`src/rtl/cla28_arbiter.sv`:
```
// Round-robin sequencer sharing one external WIDTH-bit adder among NREQ requesters.
// Optional carry-out reporting: define CLA_ARB_CARRY_EN to add the resp_carry port.
module cla28_arbiter #(
  parameter int NREQ  = 4,
  parameter int WIDTH = 28
) (
  input  logic                  clk,
  input  logic                  rst,
  input  logic [NREQ-1:0]       req_valid,
  output logic [NREQ-1:0]       req_ready,
  input  logic [NREQ*WIDTH-1:0] req_a,
  input  logic [NREQ*WIDTH-1:0] req_b,
  output logic [WIDTH-1:0]      add_a,
  output logic [WIDTH-1:0]      add_b,
  input  logic [WIDTH-1:0]      add_s,
  output logic                  resp_valid,
  output logic [WIDTH-1:0]      resp_sum,
  output logic [2:0]            resp_id,
`ifdef CLA_ARB_CARRY_EN
  output logic                  resp_carry,
`endif
  input  logic                  resp_ready
);
  localparam int IW = $clog2(NREQ);

  typedef enum logic [1:0] {IDLE, ADD, RESP} state_t;
  state_t state, nxt;

  logic [IW-1:0]              rr_ptr, gnt, idx;
  logic [IW:0]                sum_ix;
  logic                       any, hs;
  logic [NREQ-1:0][WIDTH-1:0] a_arr, b_arr;

  assign a_arr = req_a;
  assign b_arr = req_b;

  // Search rr_ptr, rr_ptr+1, ... with an explicit wrap so non-power-of-2 NREQ works.
  always_comb begin
    gnt    = '0;
    any    = 1'b0;
    sum_ix = '0;
    idx    = '0;
    for (int i = 0; i < NREQ; i++) begin
      sum_ix = {1'b0, rr_ptr} + (IW+1)'(i);
      if (sum_ix >= (IW+1)'(NREQ)) sum_ix = sum_ix - (IW+1)'(NREQ);
      idx = sum_ix[IW-1:0];
      if (!any && req_valid[idx]) begin
        any = 1'b1;
        gnt = idx;
      end
    end
  end

  assign hs = (state == IDLE) && any && !rst;

  always_comb begin
    req_ready = '0;
    for (int k = 0; k < NREQ; k++)
      req_ready[k] = hs && (gnt == IW'(k));
  end

  always_comb begin
    nxt = state;
    case (state)
      IDLE:    if (hs) nxt = ADD;
      ADD:     nxt = RESP;
      RESP:    if (resp_ready) nxt = IDLE;
      default: nxt = IDLE;
    endcase
  end

  always_ff @(posedge clk) begin
    if (rst) begin
      state      <= IDLE;
      rr_ptr     <= '0;
      add_a      <= '0;
      add_b      <= '0;
      resp_valid <= 1'b0;
      resp_sum   <= '0;
      resp_id    <= '0;
`ifdef CLA_ARB_CARRY_EN
      resp_carry <= 1'b0;
`endif
    end else begin
      state <= nxt;
      case (state)
        IDLE: if (hs) begin
          add_a   <= a_arr[gnt];
          add_b   <= b_arr[gnt];
          resp_id <= 3'(gnt);
          rr_ptr  <= (gnt == IW'(NREQ-1)) ? '0 : gnt + IW'(1);
        end
        ADD: begin
          resp_sum   <= add_s;
          resp_valid <= 1'b1;
`ifdef CLA_ARB_CARRY_EN
          // Carry recovered from the MSBs since the shared adder exposes only S.
          resp_carry <= (add_a[WIDTH-1] & add_b[WIDTH-1]) |
                        ((add_a[WIDTH-1] ^ add_b[WIDTH-1]) & ~add_s[WIDTH-1]);
`endif
        end
        RESP: if (resp_ready) resp_valid <= 1'b0;
        default: ;
      endcase
    end
  end
endmodule
```
`config.mk`:
```
export PLATFORM = sky130hd
export DESIGN_NAME = cla28_arbiter
export DESIGN_NICKNAME = d
export VERILOG_FILES = /design/src/rtl/cla28_arbiter.sv
export SDC_FILE = /design/constraint.sdc
export NUM_CORES = 1
export LEC_CHECK = 0
export BUFFER_PORTS_ARGS = -buffer_cell sky130_fd_sc_hd__buf_2
export CAP_MARGIN = 20
export CORE_AREA = 3 3 136 138
export CTS_CLUSTER_SIZE = 30
export DETAILED_ROUTE_END_ITERATION = 16
export DIE_AREA = 0 0 139 141
export GPL_TIMING_DRIVEN = 1
export PLACE_DENSITY = 0.62
export SYNTH_ARGS = -nofsm -noshare
export SYNTH_HDL_FRONTEND = slang
export SYNTH_SLANG_ARGS = --single-unit
```
`constraint.sdc`:
```
create_clock -name clk -period 4.99 [get_ports clk]
set_input_delay 0.998 -clock clk [delete_from_list [all_inputs] [get_ports clk]]
set_output_delay 0.998 -clock clk [all_outputs]
set_load 0.05 [all_outputs]
```
Yosys cells after proc, flatten, opt, wreduce, memory -nomap -nowiden
Index checks and enable logic that the tools add are counted.

storage, ports and cells
  register bits = 91
  input port bits = 259
  output and inout port bits = 92
  word-level logic and storage cells = 80

operators by class
  $add $sub $neg = 8
  $lt $le $gt $ge = 9
  equal/unequal tests = 7
  mux-type cells = 30
  reductions and logical operators = 19

operators with widths
  cell                                                                                  number
  28-bit binary-select mux with 2-bit select                                            2
  28-bit 2-to-1 mux                                                                     2
  2-bit 2-to-1 mux                                                                      11
  2-bit by 3-bit < comparator with 1-bit output (second input constant)                 5
  3-bit greater-or-equal comparator (second input constant)                             3
  1-bit logical AND                                                                     9
  1-bit 2-to-1 mux                                                                      9
  1-bit binary-select mux with 2-bit select                                             4
  2-bit by 1-bit subtractor with 2-bit output (second input constant)                   4
  2-bit by 2-bit adder with 3-bit output (second input constant)                        2
  2-bit equality test (second input constant)                                           3
  2-bit one-hot mux with 3 select lines                                                 1
  2-bit AND reduction                                                                   3
  2-bit by 1-bit equality test with 1-bit output (second input constant)                2
  1-bit zero test                                                                       4
  2-bit zero test                                                                       2
  2-bit inequality test (second input constant)                                         2
  2-bit by 1-bit adder with 3-bit output (second input constant)                        1
  2-bit by 3-bit greater-or-equal comparator with 1-bit output (second input constant)  1
  2-bit by 1-bit adder with 2-bit output (second input constant)                        1
  1-bit one-hot mux with 2 select lines                                                 1
  2-bit nonzero test                                                                    1

Depth between registers and ports, before layout
Gate-level depths: netlist of run 1.

  word-level depth = 18
  mapped depth = 8
  gate-level depth less buffers = 6

Worst setup path before layout of run 1
Ideal clock, no wire load.

  path type = input to output
  start = in req_valid[0]
  end = out req_ready[2]
  arrival = 2.944 ns
  required time = 3.992 ns
  slack = 1.048 ns
  cell stages on the path = 7
  path buffers = 3
  cell sequence = buf_2 -> nor2b_1 -> nor2_1 -> o32ai_2 -> buf_2 -> buf_4 -> nor3_1

on the way
  longest elaborated chain between the ends = 15
  elaborated cells on any way between the ends = 26
  classes of those cells = eq/ne (1); mux (16); reduce/logical (9)

ends and longest elaborated chain
  what                                       RTL line  source
  start, declared                            9         input logic [NREQ-1:0] req_valid,
  1-bit binary-select mux with 2-bit select  47        if (!any && req_valid[idx]) begin
  1-bit 2-to-1 mux (not written as such)     47
  1-bit 2-to-1 mux                           47
  1-bit zero test                            47
  1-bit logical AND                          47
  1-bit 2-to-1 mux                           47
  1-bit zero test                            47
  1-bit logical AND                          47
  1-bit 2-to-1 mux                           47
  1-bit zero test                            47
  1-bit logical AND                          47
  1-bit 2-to-1 mux                           47
  1-bit logical AND (2 in series)            54        assign hs = (state == IDLE) && any && !rst;
  1-bit logical AND (*)                      59        req_ready[k] = hs && (gnt == IW'(k));
  end, declared                              10        output logic [NREQ-1:0] req_ready,

Every way passes the cells marked *; elsewhere a longest branch is shown, timed or not. The select of a mux whose other input is x is not followed.

Final worst setup path of run 1
  start = in req_valid[2]
  end = out req_ready[0]

Same word-level chain as after synthesis.

==> results of run 1 <==
==> registers in the layout (all words and copies together), names as in the netlist <==
register and count:
add_a 28, add_b 28, resp_id 2, resp_sum 28
resp_valid 1, rr_ptr 2, state 2
==> worst max-delay path, cell delays in order <==
cell	delay, ns
buf_2	0.14
and2b_1	0.24
o22ai_1	0.15
a21o_2	0.82
and2_1	0.22
buf_2	0.26
==> layout make-up <==
class | instances | area [sq um]
fill | 1817 | 10220
multi-input combinational | 461 | 2798
timing repair buffer | 362 | 1854
sequential | 91 | 1822
tap | 225 | 281.5
clock buffer | 9 | 225.2
clock inverter | 7 | 81.33
inverter | 3 | 11.26
==> power groups by stage <==
| stage | Clock (mW) | Sequential [mW] | Combinational [mW] |
|---|---|---|---|
| 6_report | 0.702 | 0.846 | 0.914 |
| 2_1_floorplan | 0 | 1.11 | 0.381 |
| 3_3_place_gp | 0 | 0.859 | 0.916 |
| 5_1_grt | 0.765 | 0.857 | 0.993 |
| 4_1_cts | 0.730 | 0.846 | 0.923 |
| 3_5_place_dp | 0 | 0.862 | 0.920 |
==> routing by layer <==
layer  up-vias  routed length (microns)  part of all wire
li1       2935                        -                 -
met1      2721                     8633              0.42
met2       256                     9712              0.48
met3        35                     1490             0.073
met4         4                      469             0.023
met5         -                       16           0.00079
==> stage by stage <==
| stage | setup slack [ns] | utilization | hold slack [ns] | power, mW |
|---|---|---|---|---|
| 2_1_floorplan | 1.048 | - | 0.4750 | 1.494 |
| 4_1_cts | 1.048 | 0.4081 | 0.4546 | 2.498 |
| 6_report | 1.083 | 0.4089 | 0.4514 | 2.463 |
| 3_3_place_gp | 1.101 | 0.3903 | 0.4398 | 1.775 |
| 5_1_grt | 0.9424 | 0.4089 | 0.4690 | 2.615 |
| 3_5_place_dp | 1.072 | 0.3903 | 0.4441 | 1.782 |
==> synth_stat cells, types with 2 or more instances <==
cell type and n:
a21o_1 53, nand3b_1 4, nor3_1 3, a21oi_1 32
o21ai_1 51, clkbuf_2 4, a211oi_1 54, buf_1 6
nor2b_1 2, buf_4 2, nand3_1 52, buf_2 18
dfxtp_1 91, inv_1 2, o21ai_0 4, mux2i_1 8
o221ai_1 4, nor2_1 62, a221oi_1 52, nand2b_1 2
nand2_1 61, clkbuf_1 42
==> worst max-delay path by stage <==
stage,to,slack (ns),depth (start not counted)
finish,req_ready[0],1.08,6
global route,req_ready[0],0.94,6
CTS,req_ready[0],1.05,6
detailed placement,req_ready[0],1.07,6
global placement,req_ready[0],1.10,6
floorplan,req_ready[2],1.05,7
==> cells in the final DEF (no fill, tap or decap), drive strengths merged <==
cell type / instances
buf: 362
dfxtp: 91
nor2: 63
nand2: 61
a211oi: 55
o21ai: 55
a21o: 53
nand3: 52
a221oi: 52
a21oi: 32
clkbuf: 9
mux2i: 8
inv: 6
nand3b: 4
o221ai: 4
clkinv: 4
nor3: 3
nor2b: 3
nand2b: 2
o41ai: 1
and2b: 1
o22ai: 1
and2: 1
a21boi: 1
o32ai: 1
or4: 1
a211o: 1
and3: 1
nor4: 1
o211a: 1
or2: 1
o31a: 1
conb: 1
==> cells by family (layout without fill, tap and decap cells) <==
kind of cell	after synthesis	in the layout	synth area share
muxes	8	8	0.01634
AOI/OAI and AO/OA	258	258	0.3705
buffers and inverters	75	381	0.06461
DFF	91	91	0.3718
and+or+nand+nor	194	194	0.1759
other	1	1	0.0007654
==> results.md, run 1 <==
- Status: finished clean
- Startpoint Class: input port
- Sequential cell fraction of total power: 0.344
- Psw: 1.013 mW
- Max-Cap Viols: 0
- DRT antenna net count: 0
- Leak: 3.331 nW
- Clk slew on worst S/H paths: 0.08 ns
- Port Buffers: 349
- Hold_sp: resp_sum[23]
- Synthesized flop and latch total: 91
- Area post-placement: 6751 sq um
- R2R Setup Slk: 2.61 ns
- Cell Int Power: 1.449 mW
- Detailed Place HPWL: 14.28 mm
- Vias post-DR: 5951
- CP Capture Type: output pin
- Root buffer cell: clkbuf_16
- First-pass iteration count of the detailed router: 4
- I/O pins: 351
- Setup violators final: 0
- Async S/R FF share, synth: 0
- Slew headroom: 0.2864
- Hold path depth: 2
- CTS tree: done
- Max VDD drop: 0.0001762 V
- Routed wire length per instance: 17.55 microns
- Most common flop cell mapped by yosys: dfxtp_1
- Reg2reg start: rr_ptr[1]
- Max frequency: 0.2560 GHz
- Hold Violations, Final: 0
- Post-synth EDFFs: 0
- FF-to-FF path depth: 5
- Core area: 17300 sq um
- Slew @ Worst Pin: 1.070 ns
- Num Clock Sinks: 91
- Critical Path Fanout Max: 53
- Yosys top cell area share: 0.3718
- Worst r2r dst: add_a[10]
- Post-CTS sizing: 0
- Largest net degree at the start of global routing: 91
- Grt met2 use: 0.3380
- Clock power frac: 0.285
- Setup Buffers After CTS: 0
- Kind of critical path: in2out
- Finished Cell Area: 7073 sq um
- Mapped Nets: 886
- Final std cells w/o fill: 1158
- Post-layout min period: 3.907 ns
- CP required: 3.99 ns
- Yosys warns: 0
- CTS Buf Count: 9
- Power Density: 348.2 nW/um^2
- Share of cells above drive strength 1: 0.4191
- Hold_buf cts: 0
- Most used routing layer: met2
- Post-synthesis cell area: 4900 sq um
- Final Cycle Share: 0.7830
- Die area: 19600 sq um
- HP Class: reg2reg
- Die Ht: 141 microns
- WHS Endpoint: resp_sum[23]
- Final wirelength: 20.32 mm
- Global route overflow: 0
- DR DRC count: 0
- CTS H-tree lvls: 3
- Initial core utilization: 0.2833
- Site row count: 48
- Largest cells by area after synthesis: dfxtp_1, a221oi_1, a211oi_1
- Sw frac: 0.4115
- Placed cell count: 1141
- Routability cong.: 0.7813
- DRT iter0 DRCs: 274
- Overall routing resource usage: 0.1995
- Initial antenna violation count: 2
- Mean post-synth cell area: 7.815 sq um
- Max Root-Sink Buffers: 2
- Sequential area share after synthesis: 0.3718
- Met3 usage: 0.04545
- Setup TNS: 0 ns
- Vias in the first global route: 5731
- Global-route wire length before repair: 31.33 mm
- RSZ-0062 raised after global routing: false
- Nets: 1187
- Cells after Synth: 627
- Critical path arrival: 2.91 ns
- Layout area overhead: 44.36%
- Critical Path Source: req_valid[2]
- Avg Vias per Cell: 5.139
- Skew-Pair Late Insertion Delay: 0.35 ns
- Clock skew: 0.01338 ns
- GR Util met1: 0.2524
- Max-slew violation count: 0
- Netlist cell types: 40
- Synth area leader: dfxtp_1
- Comb power frac: 0.371
- Ant diodes: 0
- Die width: 139 microns
Power figures use the tool's default switching activity.
==> run 2, diff against run 1 <==
--- a/config.mk
+++ b/config.mk
@@ -7,12 +7,12 @@
 export LEC_CHECK = 0
 export BUFFER_PORTS_ARGS = -buffer_cell sky130_fd_sc_hd__buf_2
 export CAP_MARGIN = 20
-export CORE_AREA = 3 3 136 138
+export CORE_AREA = 3 3 134 136
 export CTS_CLUSTER_SIZE = 30
 export DETAILED_ROUTE_END_ITERATION = 16
-export DIE_AREA = 0 0 139 141
+export DIE_AREA = 0 0 137 139
 export GPL_TIMING_DRIVEN = 1
-export PLACE_DENSITY = 0.62
+export PLACE_DENSITY = 0.66
 export SYNTH_ARGS = -nofsm -noshare
 export SYNTH_HDL_FRONTEND = slang
 export SYNTH_SLANG_ARGS = --single-unit
==> constraint.sdc (replaced) <==
create_clock -name clk -period 3.2 [get_ports clk]
set_input_delay 0.64 -clock clk [delete_from_list [all_inputs] [get_ports clk]]
set_output_delay 0.64 -clock clk [all_outputs]
set_load 0.05 [all_outputs]
==> run 2 against run 1 <==
Combinational power up 58%. Final cell count up 0.43%. Critical path depth up 1. Sequential share of layout area down 0.16 points. Clock-buffer cell count unchanged. Register-to-register slack worse by 1.7 ns. Critical path type unchanged.
==> results.md, run 2 (synthesis results as in run 1) <==
- Status: finished clean
- Global route overflow: 0
- Power Density: 535.6 nW/um^2
- Ant diodes: 0
- CP Capture Type: output pin
- Clock skew: 0.009514 ns
- Routability cong.: 0.8037
- Site row count: 48
- RSZ-0062 raised after global routing: false
- Startpoint Class: input port
- Initial antenna violation count: 2
- Max frequency: 0.3309 GHz
- DRT iter0 DRCs: 202
- Final Cycle Share: 0.9443
- CTS Buf Count: 9
- Slew headroom: 0.3167
- Max-slew violation count: 0
- Nets: 1192
- Max VDD drop: 0.0002919 V
- Avg Vias per Cell: 5.170
- DRT antenna net count: 0
- Hold path depth: 2
- Clk slew on worst S/H paths: 0.08 ns
- Num Clock Sinks: 91
- Layout area overhead: 45.28%
- Most frequent cells in the layout: buf_2, dfxtp_1, nor2_1
- WHS Endpoint: resp_sum[12]
- R2R Setup Slk: 0.92 ns
- Skew-Pair Late Insertion Delay: 0.34 ns
- Setup TNS: 0 ns
- Die area: 19040 sq um
- HP Class: reg2reg
- Finished Cell Area: 7118 sq um
- Vias post-DR: 6013
- CTS tree: done
- Post-layout min period: 3.022 ns
- Overall routing resource usage: 0.1911
- Setup violators final: 0
- Worst r2r dst: add_b[15]
- Commonest non-fill, non-tap cell in the layout: buf_2
- CP required: 2.56 ns
- Reg2reg start: rr_ptr[0]
- Final wirelength: 19.39 mm
- Die width: 137 microns
- Post-CTS sizing: 0
- Biggest regs: add_a x28, add_b x28, resp_sum x28
- Setup Buffers After CTS: 0
- Max Root-Sink Buffers: 2
- Share of cells above drive strength 1: 0.4232
- I/O pins: 351
- Largest net degree at the start of global routing: 91
- Detailed Place HPWL: 14.00 mm
- Slew @ Worst Pin: 1.025 ns
- Leak: 3.348 nW
- Max-Cap Viols: 0
- Hold Violations, Final: 0
- Critical Path Fanout Max: 8
- Global-route wire length before repair: 29.10 mm
- Hold_ws: 0.4518 ns
- Core area: 17060 sq um
- Routed wire length per instance: 16.67 microns
- FF-to-FF path depth: 6
- DR DRC count: 0
- First-pass iteration count of the detailed router: 4
- Hold_buf cts: 0
- Die Ht: 139 microns
- Area post-placement: 6827 sq um
- Kind of critical path: in2out
- Root buffer cell: clkbuf_16
- Critical path arrival: 2.38 ns
- Vias in the first global route: 5573
- Initial core utilization: 0.2873
- Hold_sp: resp_sum[12]
- CTS H-tree lvls: 3
- Port Buffers: 349
==> run 2: worst max-delay path: stages <==
cell and delay [ns]:
buf_2 0.20, nor2_1 0.12, or4_2 0.68, nand2_1 0.27, nand2_1 0.11, nor2_1 0.10
buf_2 0.27
==> run 2: cell type report <==
type,instances,area (sq um)
inverter,3,11.26
clock buffer,9,225.2
fill,1761,9938
sequential,91,1822
clock inverter,7,66.31
timing repair buffer,367,1909
tap,225,281.5
multi-input combinational,461,2803
==> run 2: where the power goes <==
part / internal [mW] / switching, mW / leakage [nW]
clock network: 0.548 / 0.508 / 0.138
registers: 1.25 / 0.0668 / 0.749
logic: 0.461 / 0.975 / 2.46
==> run 2: worst max-delay path by stage <==
| stage | startpoint | end | slack [ns] | depth (start not counted) |
|---|---|---|---|---|
| 2_1_floorplan | req_valid[0] | req_ready[3] | 0.13 | 7 |
| 3_3_place_gp | req_valid[3] | req_ready[3] | 0.25 | 7 |
| 3_5_place_dp | req_valid[3] | req_ready[3] | 0.22 | 7 |
| 4_1_cts | req_valid[3] | req_ready[3] | 0.21 | 7 |
| 5_1_grt | req_valid[3] | req_ready[3] | 0.09 | 7 |
| 6_report | req_valid[3] | req_ready[3] | 0.18 | 7 |
==> run 2: through the flow <==
step	std cells	total power [mW]	utilization	worst slack, ns
3_3_place_gp	1147	2.780	0.4002	0.2484
6_report	1163	3.813	0.4173	0.1781
5_1_grt	1163	4.030	0.4173	0.08831
2_1_floorplan	627	2.331	-	0.1311
3_5_place_dp	1147	2.791	0.4002	0.2154
4_1_cts	1163	3.876	0.4173	0.2110
==> run 2: routing by layer <==
metal  up-vias  track usage  part of all wire
li1       2944            -                 -
met1      2779       0.2344              0.41
met2       261       0.3302              0.49
met3        25      0.04209             0.085
met4         4      0.05935             0.016
met5         -            0            0.0012
